`src/rtl/dcache_ctrl.sv`:
```
// Direct-mapped, 8 x 1-word, write-through / no-write-allocate data cache
// sitting between the EX/MEM register and a single-port backing memory.
module dcache_ctrl (
  input  logic        clk,
  input  logic        rst_b,
  input  logic        is_mem_inst,
  input  logic        mem_write_en,
  input  logic        is_word,
  input  logic [31:0] alu_result,
  input  logic [31:0] read_data_2,
  output logic        cache_done,
  output logic [31:0] mem_read_data,
  output logic        mem_req,
  output logic        mem_we,
  output logic [31:0] mem_addr,
  output logic [31:0] mem_wdata,
  output logic [3:0]  mem_wstrb,
  input  logic        mem_ready,
  input  logic [31:0] mem_rdata
);

  typedef enum logic [1:0] {IDLE, MEM_RD, MEM_WR, DONE} state_t;

  state_t      r_state;
  logic [7:0]  r_valid;
  logic [26:0] r_tag  [8];
  logic [31:0] r_data [8];
  logic [31:0] r_result;
  logic        r_mem_req;
  logic        r_mem_we;
  logic [31:0] r_mem_addr;
  logic [31:0] r_mem_wdata;
  logic [3:0]  r_mem_wstrb;

  logic [2:0]  w_index;
  logic [26:0] w_tag;
  logic [1:0]  w_lane;
  logic        w_hit;
  logic [31:0] w_line;
  logic [31:0] w_hit_data;

  assign w_index = alu_result[4:2];
  assign w_tag   = alu_result[31:5];
  assign w_lane  = alu_result[1:0];
  assign w_hit   = r_valid[w_index] && (r_tag[w_index] == w_tag);
  assign w_line  = r_data[w_index];

  // Zero-extended byte or full word, as a load of this access would return it.
  function automatic logic [31:0] load_view(input logic [31:0] word, input logic [1:0] lane,
                                            input logic whole);
    logic [31:0] shifted;
    shifted = word >> {lane, 3'b000};
    return whole ? word : {24'b0, shifted[7:0]};
  endfunction

  function automatic logic [31:0] merge_byte(input logic [31:0] word, input logic [7:0] b,
                                             input logic [1:0] lane);
    logic [31:0] merged;
    merged = word;
    merged[{lane, 3'b000} +: 8] = b;
    return merged;
  endfunction

  assign w_hit_data = load_view(w_line, w_lane, is_word);

  // Stall is combinational in IDLE so the pipeline freezes in the same cycle a miss/store is seen.
  assign cache_done = ((r_state == IDLE) && is_mem_inst && (mem_write_en || !w_hit)) ||
                      (r_state == MEM_RD) || (r_state == MEM_WR);

  assign mem_read_data = (r_state == DONE) ? r_result :
                         ((r_state == IDLE) && is_mem_inst && !mem_write_en && w_hit) ? w_hit_data :
                         32'h0;

  assign mem_req   = r_mem_req;
  assign mem_we    = r_mem_we;
  assign mem_addr  = r_mem_addr;
  assign mem_wdata = r_mem_wdata;
  assign mem_wstrb = r_mem_wstrb;

  always_ff @(posedge clk or negedge rst_b) begin
    if (!rst_b) begin
      r_state     <= IDLE;
      r_valid     <= '0;
      r_result    <= '0;
      r_mem_req   <= 1'b0;
      r_mem_we    <= 1'b0;
      r_mem_addr  <= '0;
      r_mem_wdata <= '0;
      r_mem_wstrb <= '0;
      for (int i = 0; i < 8; i++) begin
        r_tag[i]  <= '0;
        r_data[i] <= '0;
      end
    end else begin
      case (r_state)
        IDLE: begin
          if (is_mem_inst && mem_write_en) begin
            r_state     <= MEM_WR;
            r_mem_req   <= 1'b1;
            r_mem_we    <= 1'b1;
            r_mem_addr  <= {alu_result[31:2], 2'b00};
            r_mem_wdata <= is_word ? read_data_2 : {4{read_data_2[7:0]}};
            r_mem_wstrb <= is_word ? 4'b1111 : (4'b0001 << w_lane);
            if (w_hit)
              r_data[w_index] <= is_word ? read_data_2 : merge_byte(w_line, read_data_2[7:0], w_lane);
          end else if (is_mem_inst && !w_hit) begin
            r_state     <= MEM_RD;
            r_mem_req   <= 1'b1;
            r_mem_we    <= 1'b0;
            r_mem_addr  <= {alu_result[31:2], 2'b00};
            r_mem_wstrb <= 4'b0000;
          end
        end
        MEM_RD: begin
          if (mem_ready) begin
            r_state          <= DONE;
            r_mem_req        <= 1'b0;
            r_valid[w_index] <= 1'b1;
            r_tag[w_index]   <= w_tag;
            r_data[w_index]  <= mem_rdata;
            r_result         <= load_view(mem_rdata, w_lane, is_word);
          end
        end
        MEM_WR: begin
          if (mem_ready) begin
            r_state   <= DONE;
            r_mem_req <= 1'b0;
            r_mem_we  <= 1'b0;
          end
        end
        default: r_state <= IDLE;
      endcase
    end
  end

endmodule

```
`config.mk`:
```
export PLATFORM = sky130hd
export DESIGN_NAME = dcache_ctrl
export DESIGN_NICKNAME = d
export VERILOG_FILES = /design/src/rtl/dcache_ctrl.sv
export SDC_FILE = /design/constraint.sdc
export NUM_CORES = 1
export LEC_CHECK = 0
export BUFFER_PORTS_ARGS = -buffer_cell sky130_fd_sc_hd__clkbuf_2
export CORE_MARGIN = 2
export CORE_UTILIZATION = 40
export CTS_BUF_LIST = sky130_fd_sc_hd__clkbuf_16
export DETAILED_ROUTE_END_ITERATION = 8
export PLACE_DENSITY = 0.66
export REMOVE_ABC_BUFFERS = 1
export SLEW_MARGIN = 20
export SYNTH_ARGS = -nofsm -noshare
export SYNTH_HDL_FRONTEND = slang
export SYNTH_SLANG_ARGS = --single-unit
```
`constraint.sdc`:
```
create_clock -name clk -period 7.13 [get_ports clk]
set_input_delay 0.713 -clock clk [delete_from_list [all_inputs] [get_ports clk]]
set_output_delay 0.713 -clock clk [all_outputs]
set_load 0.05 [all_outputs]
```
# Word-level counts from Yosys, hierarchy flattened
# Cells that the tools add are included.
# totals
output_inout_bits	103
ff_bits	584
inputBits	102
word_cells	117
# classes
bitwise	2
mux	44
order_cmp	4
shift	5
n_eq_ne	10
add_sub_neg	1
reduce_logical	27
# ops
cell	n
2-to-1 mux 256 bit	3
bitwise mux 256 bit	2
one-hot mux 256 bit (2 select lines)	1
2-to-1 mux 32 bit	11
bitwise mux 216 bit	1
binary-select mux 32 bit (select 3 bit)	1
demux 32 bit (select 3 bit)	1
binary-select mux 27 bit (select 3 bit)	1
demux 27 bit (select 3 bit)	1
2-to-1 mux 27 bit	3
right shift 32 x 5 -> 8 bit	2
bitwise mux 32 bit	1
variable shift 8 x 7 -> 32 bit, first input constant	1
variable part select 8 x 7 -> 32 bit	1
equality test 27 bit	1
2-to-1 mux 4 bit	3
logical AND 1 bit	9
bitwise OR 8 bit	1
AND reduction 2 bit	4
nonzero test 2 bit	4
2-to-1 mux 1 bit	7
negator 5 -> 7 bit	1
2-to-1 mux 2 bit	3
!= test 2 bit, second input constant	3
other kinds (20)	27

# Depth between registers and ports, before layout
# Gate-level depths: netlist of the first run.
# depth
ltp_word	11
ltp_mapped	14
depth_no_buf	9

# Worst setup path after synthesis of the first run
# No wires, ideal clock.
# synth_path
kind	input -> output
start	input alu_result[4]
end	output mem_read_data[11]
stages	13
arrival_time_ns	4.607
n_path_buf	5
slack_ns	1.810
required_time_ns	6.417
path_cell_list	buf_2 > buf_2 > buf_2 > mux4_2 > mux2i_1 > xor2_1 > o2111ai_1 > nor4_2 > nand4b_1 > or3_1 > buf_2 > buf_2 > o31ai_1
# synth_between
elab_chain_len	9
word_cells_on_any_way	15
classes_between	eq/ne (1); mux (11); bitwise (1); reduce/logical (2)
# synth_lines
item	line	text
from (decl)	9	input logic [31:0] alu_result,
inverter 3 -> 4 bit (not written as such)	45, 46	
binary-select mux 27 bit (select 3 bit)	45	assign w_hit = r_valid[w_index] && (r_tag[w_index] == w_tag);
2-to-1 mux 27 bit (not written as such) (2 in a row)	45	
equality test 27 bit	45	
logical AND 1 bit	45	
logical AND 1 bit	71	((r_state == IDLE) && is_mem_inst && !mem_write_en && w_hit) ? w_hit_data :
2-to-1 mux 32 bit (*)	71	
2-to-1 mux 32 bit (*)	70	assign mem_read_data = (r_state == DONE) ? r_result :
to (decl)	12	output logic [31:0] mem_read_data,
# Every way passes the cells marked *; elsewhere a longest branch is shown, timed or not. The select of a mux whose other input is x is not followed.

# Final worst setup path of the first run
# layout_path
start	input alu_result[4]
end	output mem_read_data[15]
# The elaborated chain is that of the path after synthesis.

==> results of run 1 <==
[flip-flops by register name, indices dropped and copies added, names as in the netlist]
| register | flops |
|---|---|
| mem_req | 1 |
| mem_addr | 30 |
| mem_wdata | 32 |
| r_data | 256 |
| mem_we | 1 |
| r_state | 2 |
| r_tag | 216 |
| r_valid | 8 |
| r_result | 32 |
| mem_wstrb | 4 |
[final timing paths]
path	endpoint	startpoint	cells past startpoint
worst max-delay path	mem_read_data[15]	alu_result[4]	12
worst min-delay path	r_result[25]	rst_b	1
worst max register to register	r_data[180]	r_tag[23]	9
worst min register to register	r_valid[0]	r_valid[0]	1
max in group asynchronous	r_tag[146]	rst_b	3
min in group clk	r_result[9]	mem_rdata[9]	3
[power breakdown]
group	internal (mW)	total [mW]	switching [mW]
logic	1.66	4.03	2.37
registers	4.65	5.37	0.714
clock network	1.93	3.37	1.44
[logic make-up (layout without fill, tap and decap cells)]
logic type      Yosys count  in the layout  share of synthesized area
fa+ha+maj                12             12                    0.00536
flops                   582            582                      0.520
buf+inv                 188            379                     0.0339
simple gates            337            337                     0.0563
xor+xnor                 13             13                    0.00407
compound gates          449            449                      0.109
mux                     651            651                      0.271
other cells               1              2                   0.000134
[final cells by class]
class / instances / share of cell area
clock inverter: 51 / 0.0135
clock buffer: 68 / 0.0531
sequential: 582 / 0.455
inverter: 10 / 0.00117
timing repair buffer: 250 / 0.0480
multi-input combinational: 1464 / 0.393
tap: 931 / 0.0364
[through the flow]
step	cells	hold WS (ps)	total power, mW
after detailed placement	3232	452	9.42
after CTS	3351	152	12.8
final	3356	122	12.8
after global routing	3356	163	13.4
after global placement	3231	444	9.20
after floorplan	2056	417	8.13
[cells in the final DEF, fill, tap and decap left out, drive strengths merged, types with 11 or more instances in the layout]
cell type / instances
clkbuf: 266
buf: 52
o31ai: 24
clkinv: 30
nand2: 190
a22oi: 59
mux2: 537
inv: 24
or3: 11
a221oi: 37
o211ai: 19
o2bb2ai: 11
a21oi: 76
and3: 16
a22o: 38
o21ai: 144
dfrtp: 582
nor2b: 15
mux2i: 82
mux4: 32
ha: 12
nor2: 47
[per-layer routing]
metal	vias up	wire length (um)	global-route usage
met5	-	36	0
met4	6	1800	0.0613
met3	137	5350	0.0464
met2	689	36500	0.349
met1	10000	34600	0.295
li1	8491	-	-
==> insert_results.sql, run 1 <==
INSERT INTO impl_metrics (metric_group, metric, value, unit) VALUES
('clocking', 'cts.reportedPaths.clkPinSlew', '60', 'ps'),
('sta', 'tightest_slew', '1160', 'ps'),
('placed_design', 'placement.io_buffers', '202', ''),
('final_layout', 'diodes', '0', ''),
('clocking', 'cts_hold_repair.buffers', '0', ''),
('logic_synthesis', 'synth_top_cell_area_share', '0.520', ''),
('floorplanning', 'design.portCount', '205', ''),
('logic_synthesis', 'ys_seq_elements', '582', ''),
('sta', 'grt_setup_unrepaired', 'no', ''),
('worst_setup_path', 'start_kind', 'primary input', ''),
('sta', 'timing.final.crit_period', '5850', 'ps'),
('logic_synthesis', 'postSynthCellCount', '2233', ''),
('pwr', 'power_density', '399', 'nW/um2'),
('final_layout', 'layout-drive-gt1-share', '0.356', ''),
('floorplanning', 'core.rowCount', '96', ''),
('final_layout', 'multi_input_comb_area', '12600', 'um2'),
('worst_setup_path', 'delay_of_the_slowest_cell_on_the_worst_path', '640', 'ps'),
('worst_setup_path', 'worst-r2r-setup-slack', '2650', 'ps'),
('clocking', 'clock-root-buffer', 'sky130_fd_sc_hd__clkbuf_16', ''),
('floorplanning', 'floorplan.die.width', '269', 'um'),
('global_route', 'globalRoute.totalOverflow', '0', ''),
('sta', 'setup_viol_count_final', '0', ''),
('worst_setup_path', 'crit_path_cells', 'buf_6 -> buf_4 -> mux2i_1 -> nand2_1 -> a31oi_1 -> o211ai_1 -> nor4_2 -> nand4b_1 -> or3_1 -> buf_4 -> o31ai_1 -> clkbuf_2', ''),
('logic_synthesis', 'synth_top_cells_by_count', 'sky130_fd_sc_hd__dfrtp_1 (582), sky130_fd_sc_hd__mux2_2 (449), sky130_fd_sc_hd__nand2_1 (190)', ''),
('sta', 'final_min_period_over_clock_period', '0.820', ''),
('worst_setup_path', 'crit_path_frequent_cell', 'sky130_fd_sc_hd__buf_4', ''),
('floorplanning', 'die_h', '269', 'um'),
('logic_synthesis', 'synth_top_area_cell', 'sky130_fd_sc_hd__dfrtp_1', ''),
('run_status', 'status', 'finished, final reports clean', ''),
('final_layout', 'finalCoreUtilization', '0.464', ''),
('clocking', 'postCtsResizedCells', '0', ''),
('sta', 'final-max-slew-violation-count', '0', ''),
('global_route', 'global_route.usage.total', '0.216', ''),
('worst_setup_path', 'critPathKind', 'primary input to primary output', ''),
('run', 'cap_violations', '0', ''),
('worst_hold_path', 'holdCritPathClass', 'primary input to async pin', ''),
('logic_synthesis', 'synth.yosys.warnings', '0', ''),
('final_layout', 'nets', '2489', ''),
('floorplanning', 'core', '68900', 'um2'),
('final_layout', 'area_delta_synth_final', '14.4', '%'),
('sta', 'setup_ws', '1280', 'ps'),
('clocking', 'maximum_root_to_sink_buffer_count', '3', ''),
('sta', 'max_clock_freq', '171', 'MHz'),
('drt', 'finalWirelength', '78.3', 'mm'),
('logic_synthesis', 'async_reset_ff_frac', '1.00', ''),
('clocking', 'clock-sinks', '582', ''),
('global_route', 'grt_antenna_before_repair', '3', ''),
('pwr', 'vdd.ir_drop.worst', '0.000370', 'V'),
('logic_synthesis', 'yosys.cell_count.top_type', 'sky130_fd_sc_hd__dfrtp_1', ''),
('drt', 'viasPerCell', '5.77', ''),
('drt', 'antenna_violating_nets_post_route', '0', ''),
('clocking', 'cts_post_setup_buffers_inserted', '0', ''),
('clocking', 'tritoncts', 'yes', ''),
('worst_setup_path', 'number_of_buffer_and_inverter_stages_on_the_critical_path', '4', ''),
('worst_setup_path', 'path_max_fanout', '74', ''),
('final_layout', 'ff_latch_area', '14600', 'um2'),
('global_route', 'grt_pass1_wl', '121', 'mm'),
('drt', 'drtIter0Drc', '1626', ''),
('worst_setup_path', 'setup.worst_path.end_class', 'primary output', ''),
('drt', 'drc_errors', '0', ''),
('worst_setup_path', 'cp_top_family', 'buffers and inverters', ''),
('drt', 'routedWlPerCell', '23.3', 'um'),
('logic_synthesis', 'syn_avg_cell_area', '12.5', 'um2'),
('clocking', 'h_tree_lvl_count', '3', ''),
('pwr', 'p_leak', '14.6', 'nW'),
('worst_setup_path', 'arrival', '5130', 'ps'),
('worst_setup_path', 'cp_slowest_cell', 'sky130_fd_sc_hd__nor4_2', ''),
('clocking', 'clock_buffers_created_by_tritoncts', '67', ''),
('placed_design', 'half_perimeter_wire_length_after_detailed_placement', '50.3', 'mm'),
('drt', 'drt_first_pass_iters', '5', ''),
('logic_synthesis', 'synthFlopType', 'sky130_fd_sc_hd__dfrtp_1', '');
Power figures use the tool's default switching activity.
==> run 2, diff against run 1 <==
--- a/config.mk
+++ b/config.mk
@@ -10,7 +10,7 @@
 export CORE_UTILIZATION = 40
 export CTS_BUF_LIST = sky130_fd_sc_hd__clkbuf_16
 export DETAILED_ROUTE_END_ITERATION = 8
-export PLACE_DENSITY = 0.66
+export PLACE_DENSITY = 0.68
 export REMOVE_ABC_BUFFERS = 1
 export SLEW_MARGIN = 20
 export SYNTH_ARGS = -nofsm -noshare
==> constraint.sdc (replaced) <==
create_clock -name clk -period 5.2 [get_ports clk]
set_input_delay 0.52 -clock clk [delete_from_list [all_inputs] [get_ports clk]]
set_output_delay 0.52 -clock clk [all_outputs]
set_load 0.05 [all_outputs]
==> run 2 against run 1 <==
Sequential cell count stayed put. Via count is 1.4% higher. Largest cell class unchanged. Clock power is 35% higher. Sequential share of layout area is 0.76 points lower. Worst setup slack worse by 970 ps. Clock skew is 7.2 ps lower. Critical path type unchanged. Non-clock buffer count is 33 higher. Critical path depth stayed put. First-iteration DRC count is 3.4% higher. Final area is 1.7% higher.
==> insert_results.sql, run 2 (synthesized netlist as in run 1, its figures left out) <==
INSERT INTO impl_metrics (metric_group, metric, value, unit) VALUES
('run_status', 'status', 'finished, final reports clean', ''),
('clocking', 'clock-sinks', '582', ''),
('clocking', 'postCtsResizedCells', '0', ''),
('worst_setup_path', 'critical_path_required', '4680', 'ps'),
('worst_setup_path', 'critPathKind', 'primary input to primary output', ''),
('final_layout', 'largestRegisters', 'r_data (256), r_tag (216)', ''),
('drt', 'drtIter0Drc', '1682', ''),
('global_route', 'grt_max_degree', '160', ''),
('sta', 'final_worst_clock_skew', '21.7', 'ps'),
('clocking', 'clock_buffers_created_by_tritoncts', '66', ''),
('sta', 'finalHoldWorstSlack', '174', 'ps'),
('global_route', 'grt_pass1_wl', '121', 'mm'),
('final_layout', 'layout_commonest_cell', 'sky130_fd_sc_hd__dfrtp_1', ''),
('pwr', 'p_leak', '14.9', 'nW'),
('final_layout', 'diodes', '0', ''),
('sta', 'fin_setup_tns', '0', 'ps'),
('sta', 'tightest_slew', '1130', 'ps'),
('placed_design', 'pre_cts_ws', '308', 'ps'),
('floorplanning', 'die_h', '269', 'um'),
('global_route', 'globalRoute.totalOverflow', '0', ''),
('clocking', 'h_tree_lvl_count', '3', ''),
('worst_setup_path', 'worst-r2r-setup-slack', '1370', 'ps'),
('worst_hold_path', 'hold-path-endpoint', 'r_result[20]', ''),
('worst_setup_path', 'arrival', '4360', 'ps'),
('drt', 'routedWlPerCell', '23.0', 'um'),
('worst_hold_path', 'worstHoldStart', 'mem_rdata[20]', ''),
('worst_setup_path', 'delay_of_the_slowest_cell_on_the_worst_path', '550', 'ps'),
('clocking', 'clock-root-buffer', 'sky130_fd_sc_hd__clkbuf_16', ''),
('sta', 'grt_setup_unrepaired', 'no', ''),
('floorplanning', 'initial_core_util', '0.406', ''),
('worst_hold_path', 'min_delay_path_depth', '3', ''),
('sta', 'timing.final.crit_period', '4880', 'ps'),
('pwr', 'vdd.ir_drop.worst', '0.000471', 'V'),
('drt', 'antenna_violating_nets_post_route', '0', ''),
('sta', 'worst_slew_margin_rel', '0.242', ''),
('clocking', 'cts_post_setup_buffers_inserted', '0', ''),
('global_route', 'number_of_global_route_vias_before_repair', '20600', ''),
('global_route', 'grt_antenna_before_repair', '2', ''),
('run', 'cap_violations', '0', ''),
('clocking', 'maximum_root_to_sink_buffer_count', '3', ''),
('clocking', 'cts.reportedPaths.clkPinSlew', '60', 'ps'),
('pwr', 'power_density', '538', 'nW/um2'),
('worst_setup_path', 'path_max_fanout', '24', ''),
('sta', 'setup_ws', '318', 'ps'),
('worst_hold_path', 'holdCritPathClass', 'primary input to flip-flop', ''),
('final_layout', 'nets', '2521', ''),
('final_layout', 'largest_register', 'r_data', ''),
('floorplanning', 'core.rowCount', '96', ''),
('worst_setup_path', 'worstReg2RegEnd', 'mem_addr[8]', ''),
('placed_design', 'routabilityCongestion', '0.864', ''),
('floorplanning', 'floorplan.die_area', '72100', 'um2'),
('final_layout', 'layout.cells.most_common_list', 'sky130_fd_sc_hd__dfrtp_1 (582), sky130_fd_sc_hd__mux2_2 (449), sky130_fd_sc_hd__nand2_1 (189)', ''),
('placed_design', 'half_perimeter_wire_length_after_detailed_placement', '50.1', 'mm'),
('worst_setup_path', 'setup.worst_path.end_class', 'primary output', ''),
('placed_design', 'placement.io_buffers', '202', ''),
('drt', 'drt_first_pass_iters', '5', ''),
('floorplanning', 'core', '68900', 'um2'),
('worst_setup_path', 'start_kind', 'primary input', ''),
('sta', 'setup_viol_count_final', '0', ''),
('sta', 'final_min_period_over_clock_period', '0.939', ''),
('drt', 'drc_errors', '0', ''),
('floorplanning', 'floorplan.die.width', '269', 'um'),
('worst_setup_path', 'cp_slowest_cell', 'sky130_fd_sc_hd__or4_4', ''),
('sta', 'final-max-slew-violation-count', '0', ''),
('drt', 'finalWirelength', '77.9', 'mm'),
('final_layout', 'layout-drive-gt1-share', '0.364', ''),
('sta', 'max_clock_freq', '205', 'MHz'),
('drt', 'viasPerCell', '5.79', ''),
('worst_setup_path', 'crit-reg2reg-launch', 'r_tag[4]', ''),
('floorplanning', 'design.portCount', '205', ''),
('drt', 'dr_total_vias', '19600', ''),
('final_layout', 'area_delta_synth_final', '16.4', '%'),
('final_layout', 'max_reg_flops', '256', ''),
('sta', 'final_hold_viol_count', '0', ''),
('clocking', 'clkLatencyLatePin', '610', 'ps'),
('clocking', 'cts_hold_repair.buffers', '1', ''),
('worst_setup_path', 'path_depth_of_the_worst_reg2reg_path', '9', ''),
('worst_setup_path', 'crit_path_cells', 'buf_4 -> buf_4 -> mux2_2 -> o2bb2ai_1 -> nor3_1 -> or4_4 -> nor4_4 -> nand4b_1 -> or3_1 -> buf_4 -> o31ai_1 -> buf_12', ''),
('worst_setup_path', 'crit_path_frequent_cell', 'sky130_fd_sc_hd__buf_4', ''),
('global_route', 'global_route.usage.total', '0.216', ''),
('clocking', 'tritoncts', 'yes', '');
==> run 2: changes by cell type in the layout (fill, tap and decap cells not counted), moves of 3 or more <==
| cell | previous run | this run |
|---|---|---|
| sky130_fd_sc_hd__nor2_2 | 1 | 5 |
| sky130_fd_sc_hd__buf_16 | 5 | 0 |
| sky130_fd_sc_hd__buf_12 | 3 | 36 |
| sky130_fd_sc_hd__clkinv_1 | 22 | 18 |
| sky130_fd_sc_hd__o21ai_0 | 135 | 142 |
| sky130_fd_sc_hd__clkbuf_2 | 198 | 174 |
| sky130_fd_sc_hd__buf_4 | 40 | 70 |
| sky130_fd_sc_hd__inv_6 | 2 | 5 |
| sky130_fd_sc_hd__o21ai_1 | 9 | 2 |
| sky130_fd_sc_hd__nor2_4 | 8 | 3 |
==> run 2: worst max-delay path, delay by kind of cell <==
kind | cells | cell delay (ps)
AOI/OAI and AO/OA | 2 | 660
buffers and inverters | 4 | 1110
and+or+nand+nor | 5 | 1700
muxes | 1 | 350
==> run 2: stage by stage <==
step           instance area, um2  cells  utilization  power, mW
2_1_floorplan               27100   2056            -       11.1
3_3_place_gp                30500   3269        0.442       12.7
5_1_grt                     32600   3388        0.472       18.4
6_report                    32600   3388        0.472       17.5
4_1_cts                     32600   3388        0.472       17.6
3_5_place_dp                30500   3269        0.442       13.0
==> run 2: worst max-delay path by stage <==
| stage | startpoint | end | slack [ps] |
|---|---|---|---|
| global route | alu_result[2] | mem_read_data[13] | 80 |
| CTS | alu_result[2] | mem_read_data[9] | 310 |
| global placement | alu_result[2] | mem_read_data[12] | 380 |
| detailed placement | alu_result[2] | mem_read_data[9] | 310 |
| floorplan | r_state[1] | r_tag[108] | -370 |
| finish | alu_result[2] | mem_read_data[9] | 320 |
==> run 2: final cells by class <==
cell class	instances	area, um2
Clock buffer	68	1700
Sequential cell	582	14600
Tap cell	931	1160
Timing Repair Buffer	283	2150
Clock inverter	50	392
Fill cell	6135	36400
Multi-Input combinational cell	1464	12600
Inverter	10	37.5
==> run 2: where the power goes <==
part           switching [mW]  internal, mW  total (mW)
clock network            1.93          2.63        4.56
logic                    3.23          2.37        5.60
registers               0.970          6.38        7.35
==> run 2: per-layer routing <==
| metal | vias up | part of all wire | GRT usage |
|---|---|---|---|
| met5 | - | 0.00042 | 0 |
| met4 | 4 | 0.024 | 0.0655 |
| met3 | 151 | 0.063 | 0.0365 |
| met2 | 744 | 0.48 | 0.358 |
| met1 | 10100 | 0.44 | 0.290 |
| li1 | 8566 | - | - |
==> run 3, diff against run 2 <==
--- a/config.mk
+++ b/config.mk
@@ -7,10 +7,10 @@
 export LEC_CHECK = 0
 export BUFFER_PORTS_ARGS = -buffer_cell sky130_fd_sc_hd__clkbuf_2
 export CORE_MARGIN = 2
-export CORE_UTILIZATION = 40
+export CORE_UTILIZATION = 46
 export CTS_BUF_LIST = sky130_fd_sc_hd__clkbuf_16
 export DETAILED_ROUTE_END_ITERATION = 8
-export PLACE_DENSITY = 0.68
+export PLACE_DENSITY = 0.75
 export REMOVE_ABC_BUFFERS = 1
 export SLEW_MARGIN = 20
 export SYNTH_ARGS = -nofsm -noshare
==> run 3 against run 2 <==
First-iteration DRC count rose by 0.30%. Global-route usage rose by 2.5 points. Critical path depth fell by 1. Worst hold slack improved by 19 ps. Core utilization rose by 6.0 points. Sequential cell count did not move. Final cell count fell by 4.9%. Worst setup slack got worse by 11 ps. Largest power group unchanged.
==> insert_results.sql, run 3 (synthesized netlist as in run 1, its figures left out) <==
INSERT INTO impl_metrics (metric_group, metric, value, unit) VALUES
('clocking', 'h_tree_lvl_count', '3', ''),
('floorplanning', 'initial_core_util', '0.465', ''),
('pwr', 'power_density', '533', 'nW/um2'),
('placed_design', 'placedCellCount', '3112', ''),
('final_layout', 'max_reg_flops', '256', ''),
('drt', 'routedWlPerCell', '23.8', 'um'),
('drt', 'drt_first_pass_iters', '6', ''),
('sta', 'finalHoldWorstSlack', '193', 'ps'),
('final_layout', 'layout_commonest_cell', 'sky130_fd_sc_hd__dfrtp_1', ''),
('floorplanning', 'floorplan.die.width', '251', 'um'),
('placed_design', 'placement.io_buffers', '202', ''),
('sta', 'final_hold_viol_count', '0', ''),
('clocking', 'clock_buffers_created_by_tritoncts', '66', ''),
('final_layout', 'layout-drive-gt1-share', '0.360', ''),
('final_layout', 'nFillCells', '4956', ''),
('sta', 'max_clock_freq', '204', 'MHz'),
('worst_setup_path', 'path_max_fanout', '48', ''),
('global_route', 'global_route.usage.total', '0.241', ''),
('run', 'cap_violations', '0', ''),
('final_layout', 'nets', '2513', ''),
('sta', 'setup_viol_count_final', '0', ''),
('final_layout', 'area_delta_synth_final', '14.7', '%'),
('floorplanning', 'core.rowCount', '90', ''),
('worst_setup_path', 'setup.worst_path.end_class', 'primary output', ''),
('floorplanning', 'core', '60200', 'um2'),
('drt', 'finalWirelength', '76.6', 'mm'),
('floorplanning', 'die_h', '251', 'um'),
('worst_setup_path', 'arrival', '4370', 'ps'),
('clocking', 'clock-root-buffer', 'sky130_fd_sc_hd__clkbuf_16', ''),
('sta', 'final_min_period_over_clock_period', '0.941', ''),
('placed_design', 'placement.cell_area', '30200', 'um2'),
('clocking', 'tritoncts', 'yes', ''),
('final_layout', 'layout.cells.most_common_list', 'sky130_fd_sc_hd__dfrtp_1 (582), sky130_fd_sc_hd__mux2_2 (449), sky130_fd_sc_hd__nand2_1 (189)', ''),
('floorplanning', 'floorplan.die_area', '62800', 'um2'),
('sta', 'tightest_slew', '1120', 'ps'),
('pwr', 'p_leak', '14.7', 'nW'),
('clocking', 'clkLatencyLatePin', '600', 'ps'),
('drt', 'antenna_violating_nets_post_route', '0', ''),
('placed_design', 'half_perimeter_wire_length_after_detailed_placement', '49.2', 'mm'),
('global_route', 'number_of_global_route_vias_before_repair', '20300', ''),
('clocking', 'cts_post_setup_buffers_inserted', '0', ''),
('final_layout', 'largest_register', 'r_data', ''),
('sta', 'setup_ws', '307', 'ps'),
('clocking', 'maximum_root_to_sink_buffer_count', '3', ''),
('placed_design', 'pre_cts_ws', '317', 'ps'),
('run_status', 'status', 'finished, final reports clean', ''),
('sta', 'grt_setup_unrepaired', 'no', ''),
('clocking', 'cts.reportedPaths.clkPinSlew', '50', 'ps'),
('clocking', 'cts_hold_repair.buffers', '1', ''),
('sta', 'worst_slew_margin_rel', '0.252', ''),
('drt', 'drtIter0Drc', '1687', ''),
('clocking', 'clock-sinks', '582', ''),
('drt', 'viasPerCell', '6.09', ''),
('worst_hold_path', 'holdCritPathClass', 'primary input to flip-flop', ''),
('sta', 'final-max-slew-violation-count', '0', ''),
('clocking', 'postCtsResizedCells', '0', ''),
('floorplanning', 'design.portCount', '205', ''),
('sta', 'timing.final.crit_period', '4890', 'ps'),
('global_route', 'grt_max_degree', '172', ''),
('worst_setup_path', 'start_kind', 'primary input', ''),
('sta', 'final_worst_clock_skew', '21.6', 'ps'),
('drt', 'drc_errors', '0', ''),
('worst_setup_path', 'critPathKind', 'primary input to primary output', ''),
('worst_setup_path', 'critical_path_required', '4680', 'ps'),
('final_layout', 'finalInstanceArea', '32100', 'um2'),
('pwr', 'vdd.ir_drop.worst', '0.000465', 'V'),
('final_layout', 'largestRegisters', 'r_data (256), r_tag (216)', ''),
('placed_design', 'routabilityCongestion', '0.896', ''),
('global_route', 'grt_pass1_wl', '118', 'mm'),
('global_route', 'grt_antenna_before_repair', '5', ''),
('drt', 'dr_total_vias', '19600', ''),
('global_route', 'globalRoute.totalOverflow', '0', ''),
('final_layout', 'layoutNonFillerInstCount', '3223', '');
## run 3: cell count changes in the layout (fill, tap and decap cells not counted), sizes merged
cell / delta
buf: -8
clkbuf: -1
inv: +1
clkinvlp: +1
clkinv: -6
diode: +2
bufinv: -5
## run 3: critical path, cell delays in order
cell and delay (ps):
sky130_fd_sc_hd__buf_6 420, sky130_fd_sc_hd__nor2b_1 600, sky130_fd_sc_hd__a22oi_1 270, sky130_fd_sc_hd__a21oi_1 240, sky130_fd_sc_hd__o2111ai_1 140, sky130_fd_sc_hd__nor4_2 530
sky130_fd_sc_hd__nand4b_1 270, sky130_fd_sc_hd__or3_1 360, sky130_fd_sc_hd__buf_4 250, sky130_fd_sc_hd__o31ai_1 480, sky130_fd_sc_hd__buf_12 200
## run 3: area by class of cell
class | instances | area [um2] | area share
sequential | 582 | 14600 | 0.454
multi-input combinational | 1464 | 12500 | 0.391
timing repair buffer | 275 | 2080 | 0.0648
clock buffer | 67 | 1680 | 0.0523
tap | 782 | 978 | 0.0305
clock inverter | 41 | 198 | 0.00616
inverter | 10 | 37.5 | 0.00117
antenna | 2 | 5.00 | 0.000156
## run 3: final timing paths
| check | startpoint | endpoint | slack [ps] | cells past startpoint |
|---|---|---|---|---|
| worst max-delay path | alu_result[4] | mem_read_data[8] | 310 | 11 |
| min in group asynchronous | rst_b | mem_wdata[7] | 540 | 2 |
| max in group asynchronous | rst_b | r_data[252] | 3160 | 3 |
| worst min register to register | r_valid[1] | r_valid[1] | 460 | 1 |
| worst max register to register | r_tag[23] | r_data[201] | 1260 | 10 |
| worst min-delay path | mem_rdata[29] | r_result[29] | 190 | 3 |
## run 3: metrics by stage
| stage | setup TNS (ps) | util | power (mW) |
|---|---|---|---|
| after detailed placement | 0 | 0.501 | 13.0 |
| after floorplan | -10160 | - | 11.1 |
| after CTS | 0 | 0.533 | 17.2 |
| after global routing | 0 | 0.533 | 17.9 |
| after global placement | 0 | 0.501 | 12.6 |
| final | 0 | 0.533 | 17.1 |
## run 3: power by group
group,internal (mW),leakage (nW),switching (mW)
registers,6.38,7.58,0.970
logic,2.35,6.16,3.26
clock network,2.33,0.984,1.81
## run 3: routing by layer
layer  vias to the layer above  routed length (um)  track usage
met5                         -                  27            0
met4                         4                2270       0.0826
met2                       850               36500        0.398
met1                     10100               32400        0.319
li1                       8523                   -            -
met3                       164                5410       0.0484
